<file path="config.mk">
export PLATFORM = sky130hd
export DESIGN_NAME = safe_fsm_ctrl
export DESIGN_NICKNAME = d
export VERILOG_FILES = /design/src/rtl/safe_ctrl_pkg.sv /design/src/rtl/safe_step_planner.sv /design/src/rtl/safe_fsm_ctrl.sv
export SDC_FILE = /design/constraint.sdc
export NUM_CORES = 1
export LEC_CHECK = 0
export CAP_MARGIN = 10
export CORE_ASPECT_RATIO = 1.25
export CORE_UTILIZATION = 50
export CTS_BUF_LIST = sky130_fd_sc_hd__clkbuf_16
export CTS_CLUSTER_SIZE = 25
export DETAILED_ROUTE_END_ITERATION = 8
export PLACE_DENSITY = 0.76
export SETUP_SLACK_MARGIN = 0.2
export SYNTH_ARGS = -nofsm -noshare
export SYNTH_HDL_FRONTEND = slang
export SYNTH_SLANG_ARGS = --single-unit
</file>
<file path="constraint.sdc">
create_clock -name clk -period 2 [get_ports clk]
set_input_delay 0.2 -clock clk [delete_from_list [all_inputs] [get_ports clk]]
set_output_delay 0.2 -clock clk [all_outputs]
set_load 0.1 [all_outputs]
</file>
<file path="src/rtl/safe_ctrl_pkg.sv">
// Shared types for the safe-FSM sequencing controller: driven-machine states,
// controller states and the single-step plan record.
package safe_ctrl_pkg;

  typedef enum logic [1:0] {
    S0 = 2'd0,
    S1 = 2'd1,
    S2 = 2'd2,
    S3 = 2'd3
  } state_t;

  typedef enum logic [2:0] {
    IDLE    = 3'd0,
    PLAN    = 3'd1,
    DRIVE   = 3'd2,
    CHECK   = 3'd3,
    RECOVER = 3'd4,
    RESP    = 3'd5
  } ctrl_t;

  // One planned move: either reset the machine, or apply drv_bit and expect exp_state.
  typedef struct packed {
    logic   to_reset;
    logic   drv_bit;
    state_t exp_state;
    logic   at_target;
  } step_t;

endpackage

</file>
<file path="src/rtl/safe_step_planner.sv">
// Combinational next-move planner: given the observed state and the target,
// pick the single data_in bit (or a reset) that moves the machine closer.
module safe_step_planner
  import safe_ctrl_pkg::*;
(
  input  logic [1:0] cur,
  input  logic [1:0] target,
  output step_t      step
);

  always_comb begin
    step = '0;
    if (cur == target) begin
      step.at_target = 1'b1;
    end else if (target == S0) begin
      // S0 is only reachable through the machine's reset.
      step.to_reset  = 1'b1;
      step.exp_state = S0;
    end else begin
      case (state_t'(cur))
        S0: begin
          step.drv_bit   = 1'b0;
          step.exp_state = S1;
        end
        S1: begin
          step.drv_bit   = 1'b1;
          step.exp_state = S2;
        end
        S2: begin
          if (target == S1) begin
            step.drv_bit   = 1'b0;
            step.exp_state = S1;
          end else begin
            step.drv_bit   = 1'b1;
            step.exp_state = S3;
          end
        end
        default: begin
          step.drv_bit   = 1'b1;
          step.exp_state = S2;
        end
      endcase
    end
  end

endmodule

</file>
<file path="src/rtl/safe_fsm_ctrl.sv">
// Sequencing controller that walks one 2-bit safe FSM to a requested state,
// verifying each step and recovering through the machine's reset on mismatch.
module safe_fsm_ctrl
  import safe_ctrl_pkg::*;
#(
  parameter int MAX_RETRY = 2,
  parameter int MAX_STEPS = 8
) (
  input  logic       clk,
  input  logic       reset,
  input  logic       req_valid,
  input  logic [1:0] req_target,
  output logic       req_ready,
  input  logic [1:0] fsm_state,
  output logic       fsm_data_in,
  output logic       fsm_reset,
  output logic       done,
  output logic       err,
  output logic       busy,
  output logic [2:0] dbg_state
);

  localparam int RW = (MAX_RETRY < 1) ? 1 : $clog2(MAX_RETRY + 1);
  localparam int SW = (MAX_STEPS < 1) ? 1 : $clog2(MAX_STEPS + 1);

  // Handshake: a request transfers on a rising edge where req_valid & req_ready;
  // req_ready is high only in IDLE, req_valid while busy is neither taken nor queued.
  ctrl_t          state_q, state_d;
  state_t         target_q, exp_q;
  logic [RW-1:0]  retry_cnt;
  logic [SW-1:0]  step_cnt;
  logic           err_q, err_d;
  logic           retry_inc, step_inc;
  step_t          plan;

  safe_step_planner u_planner (
    .cur    (fsm_state),
    .target (target_q),
    .step   (plan)
  );

  always_comb begin
    state_d   = state_q;
    err_d     = err_q;
    retry_inc = 1'b0;
    step_inc  = 1'b0;
    case (state_q)
      IDLE: if (req_valid) state_d = PLAN;
      PLAN: begin
        if (plan.at_target) begin
          state_d = RESP;
          err_d   = 1'b0;
        end else if (plan.to_reset) begin
          state_d = RECOVER;
        end else if (step_cnt == SW'(MAX_STEPS)) begin
          state_d = RESP;
          err_d   = 1'b1;
        end else begin
          state_d = DRIVE;
        end
      end
      DRIVE: begin
        step_inc = 1'b1;
        state_d  = CHECK;
      end
      RECOVER: state_d = CHECK;
      CHECK: begin
        if (fsm_state == exp_q) begin
          state_d = PLAN;
        end else if (retry_cnt == RW'(MAX_RETRY)) begin
          state_d = RESP;
          err_d   = 1'b1;
        end else begin
          retry_inc = 1'b1;
          state_d   = RECOVER;
        end
      end
      RESP:    state_d = IDLE;
      default: state_d = IDLE;
    endcase
  end

  always_ff @(posedge clk) begin
    if (reset) begin
      state_q     <= IDLE;
      target_q    <= S0;
      exp_q       <= S0;
      retry_cnt   <= '0;
      step_cnt    <= '0;
      err_q       <= 1'b0;
      fsm_data_in <= 1'b0;
      fsm_reset   <= 1'b1;
    end else begin
      state_q <= state_d;
      err_q   <= err_d;
      if (state_q == IDLE && req_valid) begin
        target_q  <= state_t'(req_target);
        retry_cnt <= '0;
        step_cnt  <= '0;
      end
      if (step_inc && step_cnt != SW'(MAX_STEPS)) step_cnt <= step_cnt + SW'(1);
      if (retry_inc && retry_cnt != RW'(MAX_RETRY)) retry_cnt <= retry_cnt + RW'(1);
      if (state_d == DRIVE) exp_q <= plan.exp_state;
      else if (state_d == RECOVER) exp_q <= S0;
      // Outputs are registered from the next state so they line up with that state's cycle.
      fsm_data_in <= (state_d == DRIVE) ? plan.drv_bit : 1'b0;
      if (state_d == DRIVE) fsm_reset <= 1'b0;
      else if (state_d == RECOVER) fsm_reset <= 1'b1;
    end
  end

  assign req_ready = (state_q == IDLE);
  assign busy      = ~req_ready;
  assign done      = (state_q == RESP);
  assign err       = done & err_q;
  assign dbg_state = state_q;

endmodule

</file>
==> reports/qor.csv <==
stage,metric,value,unit
floorplan,starting_density_of_the_core,55.1,%
synth,yosys.area.top_type,dfxtp_1,
clocking,path_clk_slew,0.05,ns
power,pwr-share-clk,29.9,%
power,p_int,0.769,mW
clocking,number_of_sinks_driven_by_the_clock_tree,16,
place,hpwlAfterDp,1.37,mm
clocking,cts_setup_buffers,0,
synth,ys_async_sr_fraction,0,%
clocking,cts_buf_count,3,
cells_and_area,antennaDiodeCount,0,
grt,grt_max_degree,13,
power,post-layout-total-power,1.29,mW
clocking,cts.path.max_buffers,2,
floorplan,chipHeight,49.3,µm
detailed_routing,wire_length_on_met2,889,µm
power,switching_share,40.5,%
power,leakage,0.450,nW
floorplan,core-area,0.00162,mm²
power,power.density,1100,mW/mm²
floorplan,x_dimension_of_the_die,39.8,µm
clocking,ctsRootBufferMaster,clkbuf_16,
setup_path,worst-setup-path-type,reg -> reg,
synth,synthDominantCellAreaShare,35.9,%
detailed_routing,detail_route.wl_per_cell,12.8,µm
floorplan,io_pins,16,
setup_path,critical_path.slowest_cell,dfxtp_1,
detailed_routing,detailroute.wirelength.met3,70,µm
power,combinational_share_of_power,39.5,%
power,seq_power_share,30.6,%
detailed_routing,postRouteWirelength,1.80,mm
grt,overflow_after_grt,0,
sta,fmax,0.600,GHz
grt,antenna_found_initial,0,
synth,synth_seq_area_share,35.9,%
run_status,outcome,"finished, final reports clean",
cells_and_area,finalNonFillerCells,141,
synth,synth.avg_cell_area,8.43,µm²
setup_path,endpoint_kind,flip-flop,
detailed_routing,top_signal_layer_used,met4,
detailed_routing,vias_per_cell,5.71,
cells_and_area,area_grow_syn2layout,31.1,%
setup_path,max_stage_delay,0.39,ns
detailed_routing,met1Wirelength,792,µm
synth,synth_cell_types,39,
cells_and_area,finish.instance_area,0.00117,mm²
sta,rsz0062_at_grt,no,
sta,final_max_slew_viol_count,0,
setup_path,cp.required,2.15,ns
clocking,cts.repair.resized,0,
clocking,tritoncts,yes,
setup_path,worstSetupStartpointType,flip-flop,
place,finalWeightedCongestion,0.853,
synth,post_synth_instance_area,893,µm²
sta,skew,0.00208,ns
detailed_routing,post_drt_antenna_nets,0,
synth,synth-main-ff-cell,dfxtp_1,
hold_path,min-delay-path-class,reg -> reg,
power,power.net_switching,0.523,mW
setup_path,crit_fanout,6,
cells_and_area,nNetsFinal,134,
detailed_routing,drt_first_iter_violations,21,
synth,postSynthNetCount,116,
synth,ys_seq_elements,16,
floorplan,row_count,16,
sta,worst_hold_slack_after_final_layout,0.463,ns
setup_path,timing.critical_path.arrival,1.82,ns
sta,slew-limit-headroom,67.8,%
power,ir_drop,0.000597,V
floorplan,design.die.area,0.00196,mm²
cells_and_area,drive_gt1_share,22.0,%
detailed_routing,route.detailed.drc,0,
clocking,clk_latency,0.25,ns
place,placed_area,0.00109,mm²
detailed_routing,drt_first_pass_iters,4,
place,cell_count_post_placement,137,
detailed_routing,vias,805,
clocking,ctsHtreeMaxLevel,1,
setup_path,cp_cell_sequence,inv_1 -> ha_1 -> and3b_1 -> nor3_4 -> a41oi_1 -> a211oi_1,
grt,gr-usage-all-layers,22.2,%
sta,min_period,1.67,ns
synth,synthTopCellsByArea,"dfxtp_1 (36%), nor2_1 (5.5%), nand2_1 (5.0%)",
sta,worst_pin_slew,0.482,ns
flow_run,max_cap_violations,0,
grt,global_route_wire_length_before_repair,3.04,mm
place,port-buffer-count,15,
sta,final.setup.tns,0,ns
sta,setup_viol,0,
synth,netlist_instances,106,
sta,hold_violations,0,
grt,grt_pass1_vias,750,
clocking,cts_hold_buffers,0,
sta,final_min_period_over_clock_period,83.4,%
synth,yosys_warnings,0,
synth,count_of_flip_flops_with_a_built_in_enable_after_synthesis,0,
## cells by family after synthesis
family | count (synthesis) | share of synthesized area [%]
compound gates | 26 | 19.9
xor+xnor | 5 | 6.58
fa+ha+maj | 3 | 4.20
buf+inv | 8 | 3.78
flops | 16 | 35.9
mux | 2 | 2.38
simple gates | 46 | 27.3
## per-layer routing
| layer | up-vias | global-route usage, % |
|---|---|---|
| li1 | 408 | - |
| met5 | - | 0 |
| met2 | 22 | 35.8 |
| met3 | 5 | 4.11 |
| met4 | 0 | 12.1 |
| met1 | 370 | 26.2 |
## cell type report
type | instances | area [µm²]
Multi-Input combinational cell | 82 | 556
Fill cell | 128 | 450
Sequential cell | 16 | 332
Timing Repair Buffer | 16 | 160
Clock buffer | 3 | 75.1
Inverter | 5 | 22.5
Tap cell | 18 | 22.5
Clock inverter | 1 | 3.75
## power groups by stage
stage	clock network [mW]	logic, mW	registers, mW
3_3_place_gp	0	0.505	0.397
6_report	0.387	0.511	0.395
4_1_cts	0.393	0.510	0.393
2_1_floorplan	0	0.321	0.472
5_1_grt	0.405	0.541	0.401
3_5_place_dp	0	0.509	0.399
## placed cells by master, fill, tap and decap left out, types with 3 or more instances in the layout
master	synthesis	routed
dfxtp_4	0	3
nand3b_1	3	3
buf_4	1	8
clkbuf_16	0	3
nand2b_1	5	5
nor2_1	13	13
clkdlybuf4s50_1	0	6
xor2_1	3	3
inv_1	5	4
nand2_1	12	12
ha_1	3	3
dfxtp_1	16	13
a21oi_1	7	7
## sequential cells by signal (all words and copies together) (netlist names)
register,flops
dbg_state,3
err_q,1
exp_q,2
fsm_data_in,1
fsm_reset,1
retry_cnt,2
step_cnt,4
target_q,2
## synth_stat cells, types with 2 or more instances
| master | n |
|---|---|
| nor3_2 | 3 |
| a31oi_1 | 2 |
| dfxtp_1 | 16 |
| nand2b_1 | 5 |
| and2_1 | 2 |
| nand3b_1 | 3 |
| xnor2_2 | 2 |
| ha_1 | 3 |
| a21boi_1 | 2 |
| a211oi_1 | 2 |
| xor2_1 | 3 |
| a21oi_1 | 7 |
| nand3_1 | 2 |
| o211ai_1 | 2 |
| nor2_1 | 13 |
| nand2_1 | 12 |
| inv_1 | 5 |
## path summary, 6_finish.rpt
path                                  start           to  slack [ns]  cells past startpoint
worst max-delay path            step_cnt[0]  step_cnt[3]        0.33                      6
worst min-delay path                  err_q        err_q        0.46                      1
worst max register to register  step_cnt[0]  step_cnt[3]        0.33                      6
worst min register to register        err_q        err_q        0.46                      1
## stage by stage
stage / util [%] / setup WS (ns)
CTS: 71.8 / 0.289
floorplan: - / -0.462
global route: 72.2 / 0.213
detailed placement: 67.0 / 0.114
global placement: 67.0 / 0.140
finish: 72.2 / 0.333
## critical path: cells and delay by family (launching register included)
| kind | cells | cell delay [ns] |
|---|---|---|
| buffers and inverters | 1 | 0.08 |
| adder cells (fa/ha/maj) | 1 | 0.21 |
| AND/OR/NAND/NOR | 2 | 0.47 |
| flip-flops | 1 | 0.39 |
| AO/OA/AOI/OAI | 2 | 0.41 |
(Power assumes the default switching activity.)
